**src/rtl/axi4_burst_scheduler.sv**
```systemverilog
// axi4_burst_scheduler
// Shares one AXI4 master port between a write requester and a read requester.
// Burst commands are arbitrated round-robin and one transaction runs at a time:
// AW -> W -> B for writes, AR -> R for reads.
// Ports:
//   m_axi4_aclk / m_axi4_areset      clock, asynchronous active-high reset
//   m_axi4_aw*/w*/b*                 AXI4 write address, data and response channels
//   m_axi4_ar*/r*                    AXI4 read address and data channels
//   wr_cmd_* / wr_data*              write command handshake and write data stream
//   rd_cmd_* / rd_data*              read command handshake and read data stream
//   wr_done/wr_err, rd_done/rd_err   one-cycle completion pulse with status
// AxSIZE, AxBURST and AxID are constants: size = log2(DW/8), INCR, id 0.
module axi4_burst_scheduler #(
   parameter int C_M00_AXI_ADDR_WIDTH = 32,
   parameter int C_M00_AXI_DATA_WIDTH = 256
) (
   input  logic                              m_axi4_aclk,
   input  logic                              m_axi4_areset,
   output logic                              m_axi4_awvalid,
   input  logic                              m_axi4_awready,
   output logic [C_M00_AXI_ADDR_WIDTH-1:0]   m_axi4_awaddr,
   output logic [7:0]                        m_axi4_awlen,
   output logic [2:0]                        m_axi4_awsize,
   output logic [1:0]                        m_axi4_awburst,
   output logic                              m_axi4_awid,
   output logic                              m_axi4_wvalid,
   input  logic                              m_axi4_wready,
   output logic [C_M00_AXI_DATA_WIDTH-1:0]   m_axi4_wdata,
   output logic                              m_axi4_wlast,
   output logic [C_M00_AXI_DATA_WIDTH/8-1:0] m_axi4_wstrb,
   input  logic                              m_axi4_bvalid,
   output logic                              m_axi4_bready,
   input  logic [1:0]                        m_axi4_bresp,
   output logic                              m_axi4_arvalid,
   input  logic                              m_axi4_arready,
   output logic [C_M00_AXI_ADDR_WIDTH-1:0]   m_axi4_araddr,
   output logic [7:0]                        m_axi4_arlen,
   output logic [2:0]                        m_axi4_arsize,
   output logic [1:0]                        m_axi4_arburst,
   output logic                              m_axi4_arid,
   input  logic                              m_axi4_rvalid,
   output logic                              m_axi4_rready,
   input  logic [C_M00_AXI_DATA_WIDTH-1:0]   m_axi4_rdata,
   input  logic                              m_axi4_rlast,
   input  logic [1:0]                        m_axi4_rresp,
   input  logic                              wr_cmd_valid,
   output logic                              wr_cmd_ready,
   input  logic [C_M00_AXI_ADDR_WIDTH-1:0]   wr_cmd_addr,
   input  logic [7:0]                        wr_cmd_len,
   input  logic                              wr_data_valid,
   output logic                              wr_data_ready,
   input  logic [C_M00_AXI_DATA_WIDTH-1:0]   wr_data,
   input  logic                              rd_cmd_valid,
   output logic                              rd_cmd_ready,
   input  logic [C_M00_AXI_ADDR_WIDTH-1:0]   rd_cmd_addr,
   input  logic [7:0]                        rd_cmd_len,
   output logic                              rd_data_valid,
   input  logic                              rd_data_ready,
   output logic [C_M00_AXI_DATA_WIDTH-1:0]   rd_data,
   output logic                              rd_data_last,
   output logic                              wr_done,
   output logic                              wr_err,
   output logic                              rd_done,
   output logic                              rd_err
);

   localparam int AW   = C_M00_AXI_ADDR_WIDTH;
   localparam int SIZE = $clog2(C_M00_AXI_DATA_WIDTH / 8);

   localparam logic [2:0] S_IDLE = 3'd0;
   localparam logic [2:0] S_AW   = 3'd1;
   localparam logic [2:0] S_W    = 3'd2;
   localparam logic [2:0] S_B    = 3'd3;
   localparam logic [2:0] S_AR   = 3'd4;
   localparam logic [2:0] S_R    = 3'd5;

   logic [2:0]    state_q, state_d;
   logic          last_wr_q, last_wr_d;   // 1: most recent grant went to the write side
   logic [AW-1:0] addr_q, addr_d;
   logic [7:0]    len_q, len_d;
   logic [7:0]    beat_q, beat_d;
   logic          err_q, err_d;
   logic          wr_done_q, wr_done_d, wr_err_q, wr_err_d;
   logic          rd_done_q, rd_done_d, rd_err_q, rd_err_d;
   logic          grant_wr, grant_rd, beat_is_last, w_hs, r_hs, r_beat_err;

   // Commands are never accepted while reset is held, so a requester cannot
   // see a grant that the FSM is unable to record.
   always_comb begin
      grant_wr = 1'b0;
      grant_rd = 1'b0;
      if (state_q == S_IDLE && !m_axi4_areset) begin
         grant_wr = wr_cmd_valid && (!rd_cmd_valid || !last_wr_q);
         grant_rd = rd_cmd_valid && !grant_wr;
      end
   end

   assign wr_cmd_ready   = grant_wr;
   assign rd_cmd_ready   = grant_rd;

   assign m_axi4_awvalid = (state_q == S_AW);
   assign m_axi4_awaddr  = addr_q;
   assign m_axi4_awlen   = len_q;
   assign m_axi4_awsize  = 3'(SIZE);
   assign m_axi4_awburst = 2'b01;
   assign m_axi4_awid    = 1'b0;
   assign m_axi4_arvalid = (state_q == S_AR);
   assign m_axi4_araddr  = addr_q;
   assign m_axi4_arlen   = len_q;
   assign m_axi4_arsize  = 3'(SIZE);
   assign m_axi4_arburst = 2'b01;
   assign m_axi4_arid    = 1'b0;

   assign beat_is_last   = (beat_q == len_q);

   assign m_axi4_wvalid  = (state_q == S_W) && wr_data_valid;
   assign wr_data_ready  = (state_q == S_W) && m_axi4_wready;
   assign m_axi4_wdata   = wr_data;
   assign m_axi4_wlast   = (state_q == S_W) && beat_is_last;
   assign m_axi4_wstrb   = '1;
   assign m_axi4_bready  = (state_q == S_B);

   assign rd_data_valid  = (state_q == S_R) && m_axi4_rvalid;
   assign m_axi4_rready  = (state_q == S_R) && rd_data_ready;
   assign rd_data        = m_axi4_rdata;
   assign rd_data_last   = (state_q == S_R) && m_axi4_rlast;

   assign w_hs           = m_axi4_wvalid && m_axi4_wready;
   assign r_hs           = m_axi4_rvalid && m_axi4_rready;
   // A read beat is bad on an error response or when rlast disagrees with the count.
   assign r_beat_err     = m_axi4_rresp[1] || (m_axi4_rlast != beat_is_last);

   assign wr_done        = wr_done_q;
   assign wr_err         = wr_err_q;
   assign rd_done        = rd_done_q;
   assign rd_err         = rd_err_q;

   always_comb begin
      state_d   = state_q;
      last_wr_d = last_wr_q;
      addr_d    = addr_q;
      len_d     = len_q;
      beat_d    = beat_q;
      err_d     = err_q;
      wr_done_d = 1'b0;
      wr_err_d  = 1'b0;
      rd_done_d = 1'b0;
      rd_err_d  = 1'b0;
      case (state_q)
         S_IDLE: begin
            if (grant_wr) begin
               addr_d    = wr_cmd_addr;
               len_d     = wr_cmd_len;
               last_wr_d = 1'b1;
               beat_d    = 8'd0;
               err_d     = 1'b0;
               state_d   = S_AW;
            end else if (grant_rd) begin
               addr_d    = rd_cmd_addr;
               len_d     = rd_cmd_len;
               last_wr_d = 1'b0;
               beat_d    = 8'd0;
               err_d     = 1'b0;
               state_d   = S_AR;
            end
         end
         S_AW: if (m_axi4_awready) state_d = S_W;
         S_W: begin
            // The counter is not advanced on the final beat, so len 255 never wraps.
            if (w_hs) begin
               if (beat_is_last) state_d = S_B;
               else              beat_d  = beat_q + 8'd1;
            end
         end
         S_B: begin
            if (m_axi4_bvalid) begin
               state_d   = S_IDLE;
               wr_done_d = 1'b1;
               wr_err_d  = m_axi4_bresp[1];
            end
         end
         S_AR: if (m_axi4_arready) state_d = S_R;
         S_R: begin
            if (r_hs) begin
               err_d = err_q || r_beat_err;
               // Saturate if the slave overruns the burst; the error is already latched.
               if (beat_q != 8'hFF) beat_d = beat_q + 8'd1;
               if (m_axi4_rlast) begin
                  state_d   = S_IDLE;
                  rd_done_d = 1'b1;
                  rd_err_d  = err_q || r_beat_err;
               end
            end
         end
         default: state_d = S_IDLE;
      endcase
   end

   always_ff @(posedge m_axi4_aclk or posedge m_axi4_areset) begin
      if (m_axi4_areset) begin
         state_q   <= S_IDLE;
         last_wr_q <= 1'b0;
         addr_q    <= '0;
         len_q     <= '0;
         beat_q    <= '0;
         err_q     <= 1'b0;
         wr_done_q <= 1'b0;
         wr_err_q  <= 1'b0;
         rd_done_q <= 1'b0;
         rd_err_q  <= 1'b0;
      end else begin
         state_q   <= state_d;
         last_wr_q <= last_wr_d;
         addr_q    <= addr_d;
         len_q     <= len_d;
         beat_q    <= beat_d;
         err_q     <= err_d;
         wr_done_q <= wr_done_d;
         wr_err_q  <= wr_err_d;
         rd_done_q <= rd_done_d;
         rd_err_q  <= rd_err_d;
      end
   end

endmodule
```
**config.mk**
```make
export PLATFORM = sky130hd
export DESIGN_NAME = axi4_burst_scheduler
export DESIGN_NICKNAME = d
export VERILOG_FILES = /design/src/rtl/axi4_burst_scheduler.sv
export SDC_FILE = /design/constraint.sdc
export NUM_CORES = 1
export LEC_CHECK = 0
export ABC_AREA = 1
export BUFFER_PORTS_ARGS = -buffer_cell sky130_fd_sc_hd__buf_4
export CAP_MARGIN = 20
export CORE_AREA = 10 10 476 478
export DETAILED_ROUTE_END_ITERATION = 12
export DIE_AREA = 0 0 486 488
export PLACE_DENSITY_LB_ADDON = 0.3
export SLEW_MARGIN = 30
export SYNTH_ARGS = -nofsm -noshare
export SYNTH_HDL_FRONTEND = slang
export SYNTH_SLANG_ARGS = --single-unit
```
**constraint.sdc**
```tcl
create_clock -name m_axi4_aclk -period 5.77 [get_ports m_axi4_aclk]
set_input_delay 0.577 -clock m_axi4_aclk [delete_from_list [all_inputs] [get_ports m_axi4_aclk]]
set_output_delay 0.577 -clock m_axi4_aclk [all_outputs]
set_load 0.02 [all_outputs]
```
==> results of run 1 <==
[per-stage QoR]
stage                     setup slack [ns]  hold slack, ns
after floorplan                      2.601          0.4611
after global placement               2.387          0.5062
after detailed placement             2.639          0.5020
after CTS                            2.949          0.1846
after global routing                 2.889          0.1845
final                                3.104          0.1665
[cells in the mapped netlist (2+ instances only)]
master    instances  area share, %
nor2_2            2           0.17
nand4_1           4           0.33
nor3_1            3           0.20
or2_2             2           0.17
nand2_1         155            7.8
conb_1            2           0.10
nor2_4            2           0.30
o21ai_0           6           0.40
nand3_1           8           0.53
a21oi_1           8           0.53
inv_2             3           0.15
xnor2_1           3           0.35
buf_4           596             60
dfrtp_1          57             19
clkbuf_1         15           0.75
a31oi_1          40            3.3
nor3b_1           2           0.20
inv_1            34            1.7
nor2_1           67            3.4
[cells by family after synthesis]
group                      Yosys count  synth area share (%)
xor gates and xnor gates             3                0.3506
and+or+nand+nor                    248                 13.40
buffers and inverters              649                 62.36
adders and majority gates            1                0.1669
AOI/OAI and AO/OA                   56                 4.590
DFF                                 57                 19.03
other                                2                0.1002
[where the power goes]
part	internal, mW	switching (mW)
logic	0.586	0.962
clock network	0.300	0.287
registers	0.555	0.494
total	1.44	1.74
[cell type report]
type	count	area share (%)
Tap cell	2854	42.27
Multi-Input combinational cell	352	18.44
Timing Repair Buffer	191	17.02
Sequential cell	57	16.88
Clock buffer	9	2.666
Inverter	37	1.703
Clock inverter	7	0.7257
Antenna cell	10	0.2962
[sequential cells by signal, indices dropped and copies added (netlist names), 3 cells and up]
| register | cells |
|---|---|
| state_q | 3 |
| m_axi4_araddr | 32 |
| m_axi4_arlen | 8 |
| beat_q | 8 |
[worst paths after layout]
| path | cells past startpoint | slack (ns) | start | to |
|---|---|---|---|---|
| hold / removal | 2 | 0.17 | m_axi4_areset | m_axi4_araddr[18] |
| hold reg to reg | 2 | 0.51 | err_q | err_q |
| max in group asynchronous | 3 | 4.66 | m_axi4_areset | m_axi4_araddr[31] |
| min in group m_axi4_aclk | 3 | 0.41 | m_axi4_bresp[1] | wr_err |
| setup / recovery | 5 | 3.10 | m_axi4_areset | wr_cmd_ready |
| setup reg to reg | 9 | 3.21 | state_q[0] | beat_q[6] |
[routing by layer]
metal	wire, microns	GRT usage (%)
met4	3726	3.039
met3	67820	25.60
met1	19790	4.648
met2	71470	20.44
met5	434	1.006
==> flow_metrics.tcl, run 1 <==
set metrics [dict create \
    status "finished clean" \
    critPathArrivalTime_ns 2.09 \
    ys_seq_elements 57 \
    crit_top_cell "buf_4" \
    drt_drc_violations_left 0 \
    cts_sinks 57 \
    hp-class "in -> async" \
    final_common_cell "buf_4" \
    final_util_pct 3.902 \
    cts_setup_buffers 0 \
    placed_area_sq_um 8137 \
    period_needed_ns 2.666 \
    fp-row-count 171 \
    firstDrtPassIters 4 \
    power_density_nw_per_um2 376.8 \
    crit_fanout 25 \
    slew_headroom_pct 51.11 \
    worstPathCellList "buf_4 -> inv_4 -> nand3_2 -> nor2_4 -> buf_4" \
    fin_crit_sh_pct 46.20 \
    ys_warn_count 0 \
    wl_per_cell_microns 46.42 \
    path_delay_family "simple AND/OR/NAND/NOR gates" \
    io-pin-count 1259 \
    drive_above_1_share_pct 33.84 \
    synth_area_per_cell_sq_um 7.378 \
    cts_hold_buf 0 \
    area_delta_synth_final_pct 12.70 \
    h-tree-depth 3 \
    fmax_mhz 375.1 \
    cts_tree "built" \
    via_per_inst 1.436 \
    async_flop_share_pct 100.0 \
    gp_congestion 0.6967 \
    synth_ff_type "dfrtp_1" \
    dp_hpwl_microns 157000 \
    grt_usage_pct 13.13 \
    tightest_slew_ns 0.7334 \
    grt_first_pass_wirelength_microns 175900 \
    synth_cell_types 26 \
    dieWidth_microns 486 \
    setup_viol 0 \
    final_cells 3517 \
    die_h_microns 488 \
    clkLatencyLatePin_ns 0.40 \
    max-vdd-ir-drop_v 0.0002027 \
    grt.overflow.total 0 \
    final_hold_viol_count 0 \
    wl_microns 163200 \
    nNetsFinal 1257 \
    antenna_found_initial 43 \
    n_fill_cell 25840 \
    cts_buffers 9 \
    start_util_pct 3.462 \
    clk_path_buf_depth 2 \
    rsz0062_at_grt "no" \
    required_ns 5.19 \
    end_kind "output pin" \
    total_power_mw 3.183 \
    cp-start-kind "input port" \
    placed_cells 3491 \
    layout_common_cells "190 x buf_4, 155 x nand2_1, 67 x nor2_1" \
    path_clk_slew_ns 0.08 \
    synth_area_sq_um 7496 \
    synth_edf_count 0 \
    fin_tns_setup_ns 0 \
    clock-root-buffer "clkbuf_16" \
    drtIter0Drc 232 \
    seq_area_frac_synth_pct 19.03 \
    synthCells 1016 \
    vias 5051 \
    portBuffers 188 \
    coreArea_sq_um 216500 \
    drtAntennaViolNets 0 \
    cts_resized 0 \
    crit_slowest_cell "nor2_4" \
    seqCellArea_sq_um 1426 \
    slowest_delay_ns 0.59 \
    report.final.slew_viol_count 0 \
    grt_pass1_vias 5069 \
    fin_skew_ns 0.02619 \
    critPathKind "in -> out" \
    grt_max_degree 83 \
    cp_num_buf_inv 3 \
    dieArea_sq_um 237200 \
    fin_area_sq_um 8448 \
    leakage_nw 2.675 \
    multi_input_area_sq_um 1558 \
    maxCapViolCount 0 \
]
No activity file was read; power rests on OpenSTA's default activity.
==> run 2: changes to the inputs <==
- CORE_AREA: 10 10 476 478 -> 10 10 477 479
- DIE_AREA: 0 0 486 488 -> 0 0 487 489
- clock period: 5.77 -> 2.65 ns (I/O delays scaled with it)
==> run 2 against run 1 <==
  * Flip-flop and latch count unchanged
  * Count of clock-buffer cells in the layout unchanged
  * First-iteration DRC count decreased by 7.8%
  * Highest routed layer unchanged
  * Clock skew decreased by 0.010 ns
==> flow_metrics.tcl, run 2 (synthesized netlist as in run 1, its figures left out) <==
set metrics [dict create \
    fin_crit_sh_pct 85.43 \
    rsz0062_at_grt "no" \
    grt.overflow.total 0 \
    critPathArrivalTime_ns 2.00 \
    dieWidth_microns 487 \
    fp-row-count 172 \
    grt_first_pass_wirelength_microns 175200 \
    slew_headroom_pct 55.59 \
    status "finished clean" \
    crit_fanout 5 \
    worstPathCellList "nand2_1 -> nand2_1 -> nand2_1 -> nor2_1 -> nand3_1 -> inv_1 -> buf_4" \
    n_fill_cell 26060 \
    slowest_delay_ns 0.65 \
    clkLatencyLatePin_ns 0.41 \
    timing.final.ws_setup_ns 0.3862 \
    report.final.slew_viol_count 0 \
    setup_viol 0 \
    fin_skew_ns 0.01616 \
    wl_microns 163300 \
    fin_area_sq_um 8539 \
    fmax_mhz 441.7 \
    largest_reg_flops 32 \
    grt_max_degree 43 \
    dp_hpwl_microns 156800 \
    dieArea_sq_um 238100 \
    coreArea_sq_um 218200 \
    power_density_nw_per_um2 809.5 \
    layout_common_cells "201 x buf_4, 155 x nand2_1, 67 x nor2_1" \
    gp_congestion 0.7179 \
    final_hold_viol_count 0 \
    r2r_start "state_q[0]" \
    tightest_slew_ns 0.6661 \
    portBuffers 188 \
    vias 5198 \
    antenna_found_initial 46 \
    leakage_nw 2.718 \
    period_needed_ns 2.264 \
    area_delta_synth_final_pct 13.92 \
    required_ns 2.38 \
    cts_sinks 57 \
    io-pin-count 1259 \
    crit_start "m_axi4_arlen[1]" \
    maxCapViolCount 0 \
    drtAntennaViolNets 0 \
    start_util_pct 3.435 \
    die_h_microns 489 \
    grt_usage_pct 13.05 \
    via_per_inst 1.468 \
    hp-class "in -> reg" \
    crit_cells 7 \
    max-vdd-ir-drop_v 0.0003712 \
    h-tree-depth 3 \
    pre_cts_slack_ns 0.6507 \
    crit_path_end "m_axi4_wlast" \
    regToRegEndpoint "m_axi4_araddr[16]" \
    clk_path_buf_depth 2 \
    drive_above_1_share_pct 34.94 \
    drt_drc_violations_left 0 \
    nNetsFinal 1268 \
    cts_tree "built" \
    cts_buffers 9 \
    end_kind "output pin" \
    critPathKind "reg -> out" \
    r2r_cells 7 \
    path_delay_family "flip-flops" \
    cts_resized 0 \
    crit_top_cell "nand2_1" \
    rrSetupSlack_ns 0.77 \
    wl_per_cell_microns 46.13 \
    cp-start-kind "flop" \
    cts_setup_buffers 0 \
    cp_num_buf_inv 2 \
    clock-root-buffer "clkbuf_16" \
    firstDrtPassIters 6 \
    final_common_cell "buf_4" \
    drtIter0Drc 214 \
    grt_pass1_vias 5083 \
    crit_slowest_cell "dfrtp_1" \
    placed_area_sq_um 8248 \
    cts_hold_buf 0 \
    final_cells 3540 \
    fin_tns_setup_ns 0 \
    path_clk_slew_ns 0.08 \
    placed_cells 3519 \
]
run 2: worst min path at each step:
stage                             endpoint  slack (ns)       startpoint  cells after the start
after floorplan                  beat_q[0]        0.36    m_axi4_areset                      1
after global placement               err_q        0.52            err_q                      2
after detailed placement             err_q        0.51            err_q                      2
after CTS                 m_axi4_araddr[4]        0.05   rd_cmd_addr[4]                      3
after global routing                wr_err        0.08  m_axi4_bresp[1]                      3
final                     m_axi4_araddr[4]        0.11   rd_cmd_addr[4]                      3
run 2: report_power, final:
group | switching (mW) | internal, mW | total [mW] | leakage [nW]
logic | 2.33 | 1.35 | 3.68 | 1.92
clock network | 0.618 | 0.638 | 1.26 | 0.128
registers | 0.759 | 1.22 | 1.98 | 0.673
total | 3.71 | 3.20 | 6.91 | 2.72
run 2: metrics by stage:
stage	hold slack, ns	power [mW]	util, %
global placement	0.5215	5.940	3.780
floorplan	0.3601	4.957	-
global route	0.08489	7.454	3.911
detailed placement	0.5074	5.912	3.780
finish	0.1101	6.913	3.913
CTS	0.05310	7.300	3.907
run 2: layer usage:
layer	routed length [microns]	global-route usage, %	vias up	share of wire, %
met5	429	0.6947	-	0.26
met4	5178	3.684	44	3.2
met3	65610	24.94	254	40
met2	72990	20.74	1179	45
met1	19080	4.324	1935	12
li1	-	-	1786	-
run 2: cell type report:
| type | instances | area [sq um] | area share (%) |
|---|---|---|---|
| tap | 2871 | 3592 | 42.07 |
| multi-input combinational | 352 | 1558 | 18.24 |
| timing repair buffer | 202 | 1529 | 17.90 |
| sequential | 57 | 1426 | 16.70 |
| clock buffer | 9 | 225.2 | 2.637 |
| inverter | 37 | 142.6 | 1.670 |
| clock inverter | 7 | 53.80 | 0.6300 |
| antenna | 5 | 12.51 | 0.1465 |
run 2: worst register-to-register path, cell delays in order (launching register included):
cell and delay [ns]:
dfrtp_1 0.46, nor2_2 0.19, nand3_2 0.16, nor2_4 0.20
buf_12 0.25, buf_4 0.29, nand2_1 0.09, a31oi_1 0.17
==> run 3: changes to the inputs <==
- ABC_AREA: 1 -> not set
==> run 3 against run 2 <==
  * Utilization hardly changed
  * Cell area is 0.42% higher
  * Setup slack worse by 0.18 ns
  * Critical path type unchanged
  * Largest cell class unchanged
  * Highest routed layer unchanged
==> flow_metrics.tcl, run 3 <==
set metrics [dict create \
    grt.overflow.total 0 \
    fp-row-count 172 \
    fin_tns_setup_ns 0 \
    drive_above_1_share_pct 42.60 \
    yosysTopAreaCell "buf_4" \
    io-pin-count 1259 \
    gp_congestion 0.7208 \
    start_util_pct 3.427 \
    clk_path_buf_depth 2 \
    cp-start-kind "flop" \
    max-vdd-ir-drop_v 0.0004105 \
    min_from "m_axi4_bresp[1]" \
    cts_tree "built" \
    drtIter0Drc 263 \
    grt_max_degree 60 \
    vias 4759 \
    grt_first_pass_wirelength_microns 168100 \
    largest_reg_flops 32 \
    final_util_pct 3.930 \
    seq_power_share_pct 27.5 \
    dp_hpwl_microns 150200 \
    wl_microns 156500 \
    tightest_slew_ns 0.6084 \
    required_ns 2.38 \
    regToRegEndpoint "state_q[0]" \
    critPathKind "reg -> out" \
    leakage_nw 2.819 \
    setup_viol 0 \
    cts_sinks 57 \
    report.final.slew_viol_count 0 \
    synth_area_per_cell_sq_um 8.300 \
    p_switching_mw 3.397 \
    status "finished clean" \
    synth_edf_count 0 \
    async_flop_share_pct 100.0 \
    portBuffers 188 \
    final_common_cell "buf_4" \
    grt_usage_pct 12.51 \
    rsz0062_at_grt "no" \
    crit_fanout 4 \
    end_kind "output pin" \
    hold_path_depth 2 \
    clockPowerShare_pct 21.3 \
    grt_pass1_vias 4787 \
    clock-root-buffer "clkbuf_16" \
    rrSetupSlack_ns 0.44 \
    drt_drc_violations_left 0 \
    fin_crit_sh_pct 92.13 \
    clkLatencyLatePin_ns 0.41 \
    fin_skew_ns 0.02380 \
    r2r_cells 6 \
    netlist_top_cells_area "buf_4 60%, dfrtp_1 19%, mux2i_1 5.6%, a21oi_1 2.8%, nor2_1 2.5%" \
    p_int_mw 3.560 \
    synth_most_common_cell "buf_4" \
    power_density_nw_per_um2 811.3 \
    nNetsFinal 1152 \
    power_frac_comb_pct 51.2 \
    r2r_start "state_q[0]" \
    dieWidth_microns 487 \
    via_per_inst 1.390 \
    final_hold_viol_count 0 \
    die_h_microns 489 \
    hold_slack_ns 0.09693 \
    ys_seq_elements 57 \
    firstDrtPassIters 7 \
    synthTopCellsByCount "602 x buf_4, 57 x dfrtp_1, 49 x nor2_1" \
    dieArea_sq_um 238100 \
    h-tree-depth 3 \
    ys_warn_count 0 \
    period_needed_ns 2.441 \
    seq_area_frac_synth_pct 19.07 \
    maxCapViolCount 0 \
    layout_common_cells "200 x buf_4, 57 x dfrtp_1, 48 x nor2_1" \
    sw_frac_of_total_pct 48.83 \
    slew_headroom_pct 59.44 \
    synth_ff_type "dfrtp_1" \
    critPathArrivalTime_ns 2.18 \
    cts_buffers 9 \
    coreArea_sq_um 218200 \
    total_power_mw 6.958 \
    hold_end "wr_err" \
    area_delta_synth_final_pct 14.67 \
    synth_cell_types 44 \
    antenna_found_initial 37 \
    synth_area_sq_um 7478 \
    fmax_mhz 409.6 \
    wl_per_cell_microns 45.72 \
    synth_top_area_share_pct 60.43 \
    drtAntennaViolNets 0 \
    synthCells 901 \
    n_fill_cell 26010 \
    path_clk_slew_ns 0.05 \
    hp-class "in -> reg" \
]
-- run 3: cell types whose count changed after synthesis, moves of 7 or more --
cell	change
nand2_1	-138
mux2i_1	+42
a31oi_1	-40
a21oi_1	+34
inv_1	-29
nor2_1	-18
clkbuf_1	-10
xor2_1	+8
and2_1	+7
-- run 3: worst max path at each step --
stage,from,end,slack [ns]
floorplan,m_axi4_arlen[7],m_axi4_wlast,0.74
global placement,state_q[0],state_q[0],0.45
detailed placement,state_q[0],state_q[0],0.44
CTS,state_q[0],rd_cmd_ready,0.03
global route,m_axi4_arlen[1],m_axi4_wlast,0.01
finish,m_axi4_arlen[1],m_axi4_wlast,0.21
-- run 3: power groups by stage --
stage	logic, mW	registers [mW]	clock network (mW)
6_report	3.56	1.92	1.48
2_1_floorplan	3.09	1.90	0
3_5_place_dp	3.64	1.99	0
4_1_cts	3.66	1.98	1.62
5_1_grt	3.82	2.00	1.62
3_3_place_gp	3.66	1.98	0
-- run 3: area by class of cell --
cell class / instances / area, sq um / share of cell area (%)
Multi-Input combinational cell: 267 / 1640 / 19.13
Sequential cell: 57 / 1426 / 16.63
Inverter: 5 / 21.27 / 0.2480
Antenna cell: 6 / 15.01 / 0.1751
Timing Repair Buffer: 203 / 1551 / 18.09
Clock inverter: 4 / 76.32 / 0.8900
Tap cell: 2871 / 3592 / 41.89
Clock buffer: 11 / 252.7 / 2.947
-- run 3: timing repair --
action | 4_1_cts | 5_1_grt
buffers inserted | 0 | 0
hold endpoints to repair | 26 | 0
setup endpoints to repair | 0 | 1
gates resized for setup | 0 | 1
hold buffers | 1 | 0
-- run 3: through the flow --
stage          instances  setup WS, ns  cell area, sq um
4_1_cts             3418       0.03272              8558
3_3_place_gp        3402        0.4460              8219
5_1_grt             3420       0.01444              8566
2_1_floorplan        943        0.7376              7636
3_5_place_dp        3402        0.4391              8219
6_report            3424        0.2087              8576
-- run 3: cells by family after synthesis --
| family | synth area share [%] |
|---|---|
| AOI/OAI and AO/OA | 5.990 |
| adders and majority gates | 0.1673 |
| and+or+nand+nor | 6.408 |
| xor gates and xnor gates | 0.9370 |
| DFF | 19.07 |
| buffers and inverters | 61.40 |
| other | 0.1004 |
| muxes | 5.923 |
-- run 3: routing by layer --
layer  vias to the layer above  track usage [%]  routed length, microns
met4                        28            3.762                    5201
met1                      1812            4.173                   18200
met3                       279            24.41                   64290
li1                       1513                -                       -
met2                      1127            19.33                   68340
met5                         -            1.270                     507
-- run 3: critical path, cell delays in order (launching register included) --
cell and delay, ns:
dfrtp_1 0.46, xor2_1 0.18, nor4_2 0.53, nand2_1 0.21, nor3_1 0.21, buf_4 0.18
